===== config.mk =====
export PLATFORM = sky130hd
export DESIGN_NAME = sequence_timing_unit
export DESIGN_NICKNAME = d
export VERILOG_FILES = /design/src/rtl/sequence_timing_unit_pkg.sv /design/src/rtl/sequence_timing_unit_seq_counter.sv /design/src/rtl/sequence_timing_unit.sv
export SDC_FILE = /design/constraint.sdc
export NUM_CORES = 1
export LEC_CHECK = 0
export CAP_MARGIN = 20
export CORE_MARGIN = 4
export CORE_UTILIZATION = 45
export CTS_CLUSTER_SIZE = 30
export DETAILED_ROUTE_END_ITERATION = 7
export HOLD_SLACK_MARGIN = 0.08
export PLACE_DENSITY = 0.86
export SYNTH_ARGS = -nofsm -noshare
export SYNTH_HDL_FRONTEND = slang
export SYNTH_SLANG_ARGS = --single-unit

===== constraint.sdc =====
create_clock -name clk -period 3.2 [get_ports clk]
set_input_delay 0.64 -clock clk [delete_from_list [all_inputs] [get_ports clk]]
set_output_delay 0.64 -clock clk [all_outputs]
set_load 0.005 [all_outputs]

===== src/rtl/sequence_timing_unit_pkg.sv =====
// Shared field positions, opcodes, run/halt state type and the 3->8 one-hot decoder.
// Used by the sequence timing unit and its sequence counter.
package sequence_timing_unit_pkg;

    localparam int SC_W    = 3;
    localparam int I_BIT   = 7;
    localparam int OP_MSB  = 6;
    localparam int OP_LSB  = 4;
    localparam int ADR_MSB = 3;

    localparam logic [2:0] OP_AND     = 3'd0;
    localparam logic [2:0] OP_ADD     = 3'd1;
    localparam logic [2:0] OP_LDA     = 3'd2;
    localparam logic [2:0] OP_STA     = 3'd3;
    localparam logic [2:0] OP_BUN     = 3'd4;
    localparam logic [2:0] OP_BSA     = 3'd5;
    localparam logic [2:0] OP_ISZ     = 3'd6;
    localparam logic [2:0] OP_REG_REF = 3'd7;

    typedef enum logic {
        IDLE = 1'b0,
        RUN  = 1'b1
    } state_t;

    function automatic logic [7:0] onehot8(input logic [2:0] v);
        onehot8 = 8'h01 << v;
    endfunction

endpackage


===== src/rtl/sequence_timing_unit_seq_counter.sv =====
// Purpose: 3-bit sequence counter with increment, clear, hold and sticky wrap flag.
// Latency: count and flag update on the clock edge after inc/clr are sampled.
// Backpressure: none; holds its value whenever neither inc nor clr is asserted.
module seq_counter
    import sequence_timing_unit_pkg::*;
(
    input  logic            clk,
    input  logic            rst,
    input  logic            inc,
    input  logic            clr,
    output logic [SC_W-1:0] sc,
    output logic            wrap
);

    always_ff @(posedge clk) begin
        if (rst) begin
            sc   <= '0;
            wrap <= 1'b0;
        end else if (clr) begin
            // an explicit clear at the top count is a normal end of instruction, not a wrap
            sc <= '0;
        end else if (inc) begin
            sc <= sc + 1'b1;
            if (sc == '1)
                wrap <= 1'b1;
        end
    end

endmodule


===== src/rtl/sequence_timing_unit.sv =====
// Purpose: timing (T), decode (D, B) and indirect (I) generation for the control unit, with run/halt FSM.
// Latency: T/I/running/sc_wrap/instr_count registered (1 cycle); D/B combinational from IR.
// Backpressure: none; ld_ir/clr_sc are ignored in IDLE, halt_req takes effect at the next clr_sc.
module sequence_timing_unit
    import sequence_timing_unit_pkg::*;
#(
    parameter int CNT_W    = 16,
    parameter int AUTO_RUN = 1
) (
    input  logic             clk,
    input  logic             rst,
    input  logic [7:0]       bus,
    input  logic             ld_ir,
    input  logic             clr_sc,
    input  logic             start,
    input  logic             halt_req,
    output logic [7:0]       T,
    output logic [7:0]       D,
    output logic             I,
    output logic [7:0]       B,
    output logic             running,
    output logic             sc_wrap,
    output logic [CNT_W-1:0] instr_count
);

    state_t          state;
    logic [7:0]      ir;
    logic [SC_W-1:0] sc;
    logic            sc_inc;
    logic            sc_clr;

    assign running = (state == RUN);
    assign sc_inc  = running & ~clr_sc;
    assign sc_clr  = running & clr_sc;

    seq_counter u_seq_counter (
        .clk  (clk),
        .rst  (rst),
        .inc  (sc_inc),
        .clr  (sc_clr),
        .sc   (sc),
        .wrap (sc_wrap)
    );

    always_ff @(posedge clk) begin
        if (rst) begin
            state       <= (AUTO_RUN != 0) ? RUN : IDLE;
            ir          <= '0;
            I           <= 1'b0;
            instr_count <= '0;
        end else begin
            case (state)
                IDLE: begin
                    if (start)
                        state <= RUN;
                end
                RUN: begin
                    if (ld_ir)
                        ir <= bus;
                    // I is captured from the IR loaded at T1, so it is stable from T3
                    if (sc == SC_W'(2))
                        I <= ir[I_BIT];
                    if (clr_sc) begin
                        instr_count <= instr_count + CNT_W'(1);
                        if (halt_req)
                            state <= IDLE;
                    end
                end
                default: state <= IDLE;
            endcase
        end
    end

    assign T = running ? onehot8(sc) : 8'h00;
    assign D = onehot8(ir[OP_MSB:OP_LSB]);
    assign B = {4'b0000, ir[ADR_MSB:0]};

endmodule


==> metrics.yaml, run 1 <==
synthesis:
  synth_seq_area_share_pct: 40.17
  synth_commonest_cells: "dfxtp_1 (30), a21oi_1 (18), nand2_1 (16), nand3_1 (16), nor2_1 (15)"
  synth.top_cell.area_share_pct: 40.17
  synth_top_area_cell: "dfxtp_1"
  netlist_area_sq_mm: 0.001495
  ys_ff_latch: 30
  syn_avg_cell_area_sq_um: 8.261
  yosys_warnings: 0
  yosysMostFrequentCell: "dfxtp_1"
  yosys.cell_types.count: 34
  netlist_instances: 181
  synth_ff_type: "dfxtp_1"
  synth_edf_count: 0
  synth_top_cells_by_area: "dfxtp_1 (40%), a21oi_1 (6.0%), ha_1 (5.9%)"
  synthArstFlopShare_pct: 0
power_and_ir_drop:
  seqPwrFrac_pct: 50.9
  switching_share_pct: 23.43
  p_switching_uw: 183.4
  vdd_drop_max_uv: 438.7
  p_total_uw: 782.6
  p_int_uw: 599.2
  p_comb_share_pct: 11.5
  power.leakage_nw: 0.7869
  power_per_cell_area_mw_per_mm2: 378.8
  power.share.clock_pct: 37.7
global_route:
  grt_pass1_wl_microns: 5250
  gr-usage-all-layers_pct: 15.51
  grt.overflow.total: 0
  grt_pass1_vias: 1219
  antenna_found_initial: 0
  grt_max_degree: 31
sta:
  slew_violations: 0
  worst_clock_skew_ns: 0.008899
  min_period_ns: 2.461
  setup_viol: 0
  fin_tns_setup_ns: 0
  hold_violations: 0
  slew_headroom_pct: 30.95
  fmax_mhz: 406.4
  rsz0062_at_grt: "no"
  worst_pin_slew_ns: 1.033
  post-route-period-util_pct: 76.90
setup_path:
  path_class: "reg -> out"
  worstSetupEndpointType: "output port"
  startpoint_type: "flip-flop"
  r2r-end: "instr_count[15]"
  r2r-start: "running"
  critical-path-max-stage-delay_ns: 0.56
  crit_fanout: 14
  worstPathArrival_ns: 1.82
  cp_slowest_cell: "dfxtp_1"
  path_cells: "buf_4 -> and3_1 -> clkdlybuf4s50_1"
  reg2reg_slack_ns: 1.46
  critPathRequiredTime_ns: 2.56
  reg2reg_depth: 4
final_layout:
  n_fill_cell: 284
  seqCellArea_sq_um: 600.6
  final_cell_area_sq_mm: 0.002066
  syn_to_final_growth_pct: 38.16
  n_antenna_cell: 0
  multi_input_area_sq_um: 782.0
  final_nets: 247
  layout-drive-gt1-share_pct: 6.608
route:
  drt_wl_total_microns: 3211
  wl_per_cell_microns: 11.85
  detail_route.first_pass.iterations: 4
  drt_iter0_drc: 34
  ant_nets: 0
  detail_route.vias_per_cell: 4.989
  vias: 1352
  drc: 0
floorplan:
  rows: 20
  initial_core_util_pct: 47.80
  die-area_sq_mm: 0.004309
  die_w_microns: 65.64
  core_sq_mm: 0.003128
  ioPinCount: 57
  die_h_microns: 65.64
clock_tree:
  cts_tree: "yes"
  ctsHoldBuffers: 0
  htree_levels: 2
  cts-resized-gates: 0
  clockBufferDepth: 2
  numCtsBuffers: 5
  cts_setup_buffers: 0
  root_buffer: "clkbuf_4"
  cts_sinks: 30
  clock_latency_ns: 0.32
  clkTransAtPathRegs_ns: 0.10
placement:
  detailedPlacementHpwl_microns: 2382
  postPlaceCellArea_sq_mm: 0.001988
  place.gp.congestion: 0.7559
  io_buffers: 52
min_path:
  hp-class: "reg -> reg"
  min-delay-start: "ir[2]"
  hold_depth: 2
  hold_end: "ir[2]"
status:
  status: "complete, no violations"
job:
  max-cap-violations: 0
layer usage:
layer,GRT usage (%),vias up,share of wire (%)
li1,-,698,-
met3,5.470,4,6.6
met1,18.84,603,46
met4,3.886,0,0.84
met5,0,-,0
met2,25.91,47,47
cells in the final DEF, fill, tap and decap left out:
cell / n
clkdlybuf4s50_1: 52
dfxtp_1: 30
a21oi_1: 18
nand2_1: 16
nand3_1: 16
nor2_1: 15
xor2_1: 8
ha_1: 7
inv_1: 6
and2_1: 5
nand4_1: 5
clkbuf_4: 5
and3_1: 4
o21ai_0: 4
conb_1: 4
nor3_1: 3
nor3b_1: 3
and3b_1: 2
o31ai_1: 2
or4_1: 2
nor4_1: 2
xnor2_1: 2
or3_1: 2
clkinv_2: 2
nor2b_1: 1
and4_1: 1
and4_4: 1
nand2_2: 1
mux2i_1: 1
nand4_2: 1
or2_4: 1
nand2b_1: 1
or3_2: 1
and4_2: 1
bufinv_16: 1
buf_4: 1
stage by stage:
step | instances | hold slack [ns] | util (%) | worst slack, ns
global route | 271 | 0.4870 | 66.04 | 0.6085
global placement | 263 | 0.4416 | 63.56 | 0.7900
CTS | 271 | 0.4694 | 66.04 | 0.7066
floorplan | 184 | 0.4360 | - | 1.402
detailed placement | 263 | 0.4545 | 63.56 | 0.7242
finish | 271 | 0.4634 | 66.04 | 0.7393
sequential cells by signal, summed over array words and instances (netlist names):
register / cells
I: 1
instr_count: 16
ir: 8
running: 1
u_seq_counter.sc: 3
u_seq_counter.wrap: 1
logic make-up (layout without fill, tap and decap cells):
family / count (synthesis) / count (layout) / synth area share, %
adders and majority gates: 7 / 7 / 5.857
muxes: 1 / 1 / 0.6695
other: 1 / 4 / 0.2508
xor gates and xnor gates: 10 / 10 / 5.858
DFF: 30 / 30 / 40.17
and+or+nand+nor: 84 / 84 / 30.54
buffers and inverters: 24 / 67 / 8.284
AOI/OAI and AO/OA: 24 / 24 / 8.368
power groups by stage:
stage	clock network [mW]	logic, mW	registers [mW]
after floorplan	0	0.0532	0.400
after global placement	0	0.0886	0.406
after detailed placement	0	0.0905	0.406
after CTS	0.302	0.0911	0.398
after global routing	0.320	0.0998	0.401
final	0.295	0.0899	0.398
worst max-delay path: cells and delay by family (launching register included):
kind | cells | cell delay [ns]
and+or+nand+nor | 1 | 0.17
DFF | 1 | 0.56
buffers and inverters | 2 | 0.77
how the worst max path moves through the flow:
stage,startpoint,endpoint,slack [ns],depth (start not counted)
final,running,T[4],0.74,3
after global placement,clr_sc,instr_count[13],0.79,5
after floorplan,clr_sc,instr_count[13],1.40,5
after CTS,running,T[4],0.71,3
after global routing,running,T[4],0.61,3
after detailed placement,clr_sc,instr_count[15],0.72,5
final cells by class:
cell class / count / share of cell area (%)
clock inverters: 3 / 1.938
repair buffers: 53 / 25.56
well taps: 44 / 2.665
inverters: 6 / 1.090
flip-flops and latches: 30 / 29.07
clock buffers: 5 / 1.817
multi-input cells: 130 / 37.86
(Power assumes the default switching activity.)
==> run 2: changes to the inputs <==
--- a/config.mk
+++ b/config.mk
@@ -7,11 +7,11 @@
 export LEC_CHECK = 0
 export CAP_MARGIN = 20
 export CORE_MARGIN = 4
-export CORE_UTILIZATION = 45
+export CORE_UTILIZATION = 43
 export CTS_CLUSTER_SIZE = 30
 export DETAILED_ROUTE_END_ITERATION = 7
 export HOLD_SLACK_MARGIN = 0.08
-export PLACE_DENSITY = 0.86
+export PLACE_DENSITY = 0.83
 export SYNTH_ARGS = -nofsm -noshare
 export SYNTH_HDL_FRONTEND = slang
 export SYNTH_SLANG_ARGS = --single-unit
==> constraint.sdc (replaced) <==
create_clock -name clk -period 2.6 [get_ports clk]
set_input_delay 0.52 -clock clk [delete_from_list [all_inputs] [get_ports clk]]
set_output_delay 0.52 -clock clk [all_outputs]
set_load 0.005 [all_outputs]
==> metrics.yaml, run 2 (synthesis results as in run 1) <==
status:
  status: "complete, no violations"
sta:
  fmax_mhz: 442.2
  hold_violations: 0
  slew_violations: 0
  fin_tns_setup_ns: 0
  post-route-period-util_pct: 86.98
  rsz0062_at_grt: "no"
  worst_clock_skew_ns: 0.003634
  setup_viol: 0
  min_period_ns: 2.261
route:
  wl_per_cell_microns: 11.56
  vias: 1361
  detail_route.first_pass.iterations: 4
  drc: 0
  drt_wl_total_microns: 3191
  ant_nets: 0
  detail_route.vias_per_cell: 4.931
  drt_iter0_drc: 70
final_layout:
  final_cell_mix: "clkdlybuf4s50_1 (52), dfxtp_1 (30), a21oi_1 (18)"
  largest_reg_flops: 16
  final_common_cell: "clkdlybuf4s50_1"
  final_util_pct: 62.13
  syn_to_final_growth_pct: 38.66
  top_register: "instr_count"
  final_nets: 250
  layout-drive-gt1-share_pct: 7.391
  largestRegisters: "instr_count (16), ir (8), u_seq_counter.sc (3)"
  n_antenna_cell: 0
floorplan:
  die_h_microns: 66.97
  rows: 21
  ioPinCount: 57
  initial_core_util_pct: 44.81
  die-area_sq_mm: 0.004484
  core_sq_mm: 0.003337
  die_w_microns: 66.97
setup_path:
  startpoint_type: "flip-flop"
  r2r-end: "instr_count[13]"
  worstSetupEndpointType: "output port"
  path_class: "reg -> out"
  critPathRequiredTime_ns: 2.08
  reg2reg_slack_ns: 0.88
  worstPathArrival_ns: 1.74
  reg2reg_depth: 5
  r2r-start: "running"
  crit_fanout: 5
global_route:
  gr-usage-all-layers_pct: 15.06
  antenna_found_initial: 0
  grt_pass1_wl_microns: 5223
  grt_max_degree: 31
  grt.overflow.total: 0
  grt_pass1_vias: 1220
placement:
  detailedPlacementHpwl_microns: 2362
  io_buffers: 52
  place.gp.congestion: 0.7115
min_path:
  hold_depth: 2
  hold_end: "ir[0]"
  min-delay-start: "ir[0]"
  hp-class: "reg -> reg"
clock_tree:
  cts_sinks: 30
  htree_levels: 2
  cts-resized-gates: 0
  cts_setup_buffers: 0
  numCtsBuffers: 5
  ctsHoldBuffers: 0
  clkTransAtPathRegs_ns: 0.09
  root_buffer: "clkbuf_4"
  clockBufferDepth: 2
  clock_latency_ns: 0.33
  cts_tree: "yes"
power_and_ir_drop:
  power_per_cell_area_mw_per_mm2: 430.2
  p_comb_share_pct: 12.9
  p_int_uw: 671.8
  switching_share_pct: 24.67
  seqPwrFrac_pct: 54.7
  p_switching_uw: 220.0
  p_total_uw: 891.9
  power.share.clock_pct: 32.3
  vdd_drop_max_uv: 295.4
  power.leakage_nw: 0.7912
job:
  max-cap-violations: 0
## run 2: changes by cell type in the layout (fill, tap and decap cells not counted), sizes merged
cell and delta:
bufinv -1, clkbuf +2, buf +3, clkinv -1
## run 2: final cells by class
| cell class | count | area (sq um) |
|---|---|---|
| multi-input cells | 130 | 782.0 |
| inverters | 6 | 22.52 |
| clock buffers | 7 | 55.05 |
| clock inverters | 1 | 5.005 |
| flip-flops and latches | 30 | 600.6 |
| repair buffers | 56 | 550.5 |
| well taps | 46 | 57.56 |
| fillers | 310 | 1264 |
## run 2: worst max path at each step
stage	from	slack (ns)	cells past startpoint	endpoint
2_1_floorplan	clr_sc	0.92	5	instr_count[13]
3_3_place_gp	clr_sc	0.52	5	instr_count[15]
3_5_place_dp	clr_sc	0.50	5	instr_count[13]
4_1_cts	u_seq_counter.sc[0]	0.32	4	T[7]
5_1_grt	u_seq_counter.sc[0]	0.25	4	T[7]
6_report	u_seq_counter.sc[0]	0.34	4	T[7]
## run 2: per-layer routing
metal / vias to the layer above / track usage (%) / wire length, microns
li1: 703 / - / -
met1: 610 / 16.63 / 1395
met2: 41 / 26.73 / 1516
met3: 7 / 4.384 / 223
met4: 0 / 6.076 / 55
met5: - / 0 / 0
## run 2: worst max-delay path, cell delays in order, from the launching register on
cell and delay (ns):
dfxtp_1 0.43, ha_1 0.20, ha_1 0.14, and2_1 0.15, clkdlybuf4s50_1 0.50
## run 2: power groups by stage
stage | logic, mW | clock network, mW | registers [mW]
finish | 0.115 | 0.288 | 0.488
global route | 0.128 | 0.318 | 0.491
CTS | 0.117 | 0.297 | 0.488
detailed placement | 0.116 | 0 | 0.499
global placement | 0.114 | 0 | 0.498
floorplan | 0.0655 | 0 | 0.493
## run 2: through the flow
step           setup WS (ns)  hold slack (ns)  instance area (sq um)  std cells
3_5_place_dp          0.4986           0.4534                   2013        268
4_1_cts               0.3170           0.4665                   2073        276
2_1_floorplan         0.9220           0.4360                   1506        184
3_3_place_gp          0.5211           0.4409                   2013        268
6_report              0.3386           0.4660                   2073        276
5_1_grt               0.2511           0.4866                   2073        276
==> run 3: changes to the inputs <==
--- a/config.mk
+++ b/config.mk
@@ -11,7 +11,7 @@
 export CTS_CLUSTER_SIZE = 30
 export DETAILED_ROUTE_END_ITERATION = 7
 export HOLD_SLACK_MARGIN = 0.08
-export PLACE_DENSITY = 0.83
+export PLACE_DENSITY_LB_ADDON = 0.3
 export SYNTH_ARGS = -nofsm -noshare
 export SYNTH_HDL_FRONTEND = slang
 export SYNTH_SLANG_ARGS = --single-unit
==> metrics.yaml, run 3 (synthesis results as in run 1) <==
final_layout:
  top_register: "instr_count"
  largest_reg_flops: 16
  final_cell_mix: "clkdlybuf4s50_1 (52), dfxtp_1 (30), a21oi_1 (18)"
  fin_cells: 275
  layout-drive-gt1-share_pct: 6.987
  largestRegisters: "instr_count (16), ir (8), u_seq_counter.sc (3)"
  final_common_cell: "clkdlybuf4s50_1"
  syn_to_final_growth_pct: 38.16
  n_antenna_cell: 0
  final_nets: 249
sta:
  rsz0062_at_grt: "no"
  fmax_mhz: 449.6
  hold_violations: 0
  setup_viol: 0
  post-route-period-util_pct: 85.54
  timing.hold.ws_ns: 0.4579
  min_period_ns: 2.224
  slew_violations: 0
  fin_tns_setup_ns: 0
  worst_clock_skew_ns: 0.008719
route:
  ant_nets: 0
  wl_per_cell_microns: 12.09
  detail_route.first_pass.iterations: 4
  drt_wl_total_microns: 3324
  detail_route.vias_per_cell: 4.989
  drc: 0
  drt_iter0_drc: 76
  vias: 1372
setup_path:
  worstSetupEndpointType: "output port"
  worstPathArrival_ns: 1.70
  critical-path-max-stage-delay_ns: 0.50
  path_cells: "ha_1 -> ha_1 -> and2_1 -> clkdlybuf4s50_1"
  cpMostUsedCell: "ha_1"
  critPathRequiredTime_ns: 2.08
  cp_slowest_cell: "clkdlybuf4s50_1"
  startpoint_type: "flip-flop"
  crit_fanout: 5
  cp_top_family: "buffers and inverters"
  reg2reg_depth: 5
  path_class: "reg -> out"
  path_buf_inv: 1
  worst-path-stages: 4
placement:
  detailedPlacementHpwl_microns: 2409
  io_buffers: 52
  dp_cells: 267
  place.gp.congestion: 0.7302
global_route:
  grt_pass1_wl_microns: 5478
  grt.overflow.total: 0
  antenna_found_initial: 0
  grt_max_degree: 31
  grt_pass1_vias: 1252
  gr-usage-all-layers_pct: 16.10
job:
  max-cap-violations: 0
min_path:
  hp-class: "reg -> reg"
  hold_depth: 2
clock_tree:
  root_buffer: "clkbuf_4"
  cts_tree: "yes"
  cts_sinks: 30
  cts-resized-gates: 0
  numCtsBuffers: 5
  clock_latency_ns: 0.33
  cts_setup_buffers: 0
  clockBufferDepth: 2
  clkTransAtPathRegs_ns: 0.09
  htree_levels: 2
  ctsHoldBuffers: 0
floorplan:
  core_sq_mm: 0.003337
  die_h_microns: 66.97
  rows: 21
  ioPinCount: 57
  die-area_sq_mm: 0.004484
  initial_core_util_pct: 44.81
  die_w_microns: 66.97
status:
  status: "complete, no violations"
power_and_ir_drop:
  power_per_cell_area_mw_per_mm2: 429.4
  power.leakage_nw: 0.7869
  vdd_drop_max_uv: 324.5
## run 3: cell count changes in the layout (fill, tap and decap cells not counted)
cell   previous run  this run
buf_4             4         3
## run 3: layer usage
metal / routed length, microns / track usage (%) / vias up
li1: - / - / 705
met3: 198 / 5.565 / 4
met5: 0 / 0 / -
met2: 1592 / 26.86 / 37
met1: 1490 / 18.65 / 626
met4: 42 / 6.582 / 0
## run 3: cell type report
cell class / instances / area, sq um
clock buffer: 7 / 55.05
clock inverter: 1 / 5.005
fill: 312 / 1271
inverter: 6 / 22.52
multi-input combinational: 130 / 782.0
sequential: 30 / 600.6
tap: 46 / 57.56
timing repair buffer: 55 / 543.0
## run 3: where the power goes
| group | switching, mW | internal [mW] | leakage [nW] |
|---|---|---|---|
| Combinational | 0.0483 | 0.0672 | 0.508 |
| Clock | 0.154 | 0.131 | 0.0353 |
| Sequential | 0.0142 | 0.473 | 0.244 |
| Total | 0.216 | 0.671 | 0.787 |
## run 3: final timing paths
path	startpoint	end	slack, ns
setup / recovery	u_seq_counter.sc[0]	T[7]	0.38
hold / removal	ir[0]	ir[0]	0.46
setup reg to reg	running	instr_count[15]	0.89
hold reg to reg	ir[0]	ir[0]	0.46
## run 3: worst register-to-register path, stage by stage (launching register included)
cell and delay (ns):
dfxtp_1 0.34, buf_4 0.25, and4_4 0.28, nand2_2 0.12
or4_1 0.52, a21oi_1 0.14
## run 3: per-stage QoR
step | total power, mW | area, sq um | util (%) | setup WS (ns)
after CTS | 0.8987 | 2066 | 61.90 | 0.3500
after floorplan | 0.5581 | 1506 | - | 0.9220
after global placement | 0.6126 | 2006 | 60.11 | 0.5127
after detailed placement | 0.6146 | 2006 | 60.11 | 0.5073
final | 0.8870 | 2066 | 61.90 | 0.3760
after global routing | 0.9365 | 2066 | 61.90 | 0.2634
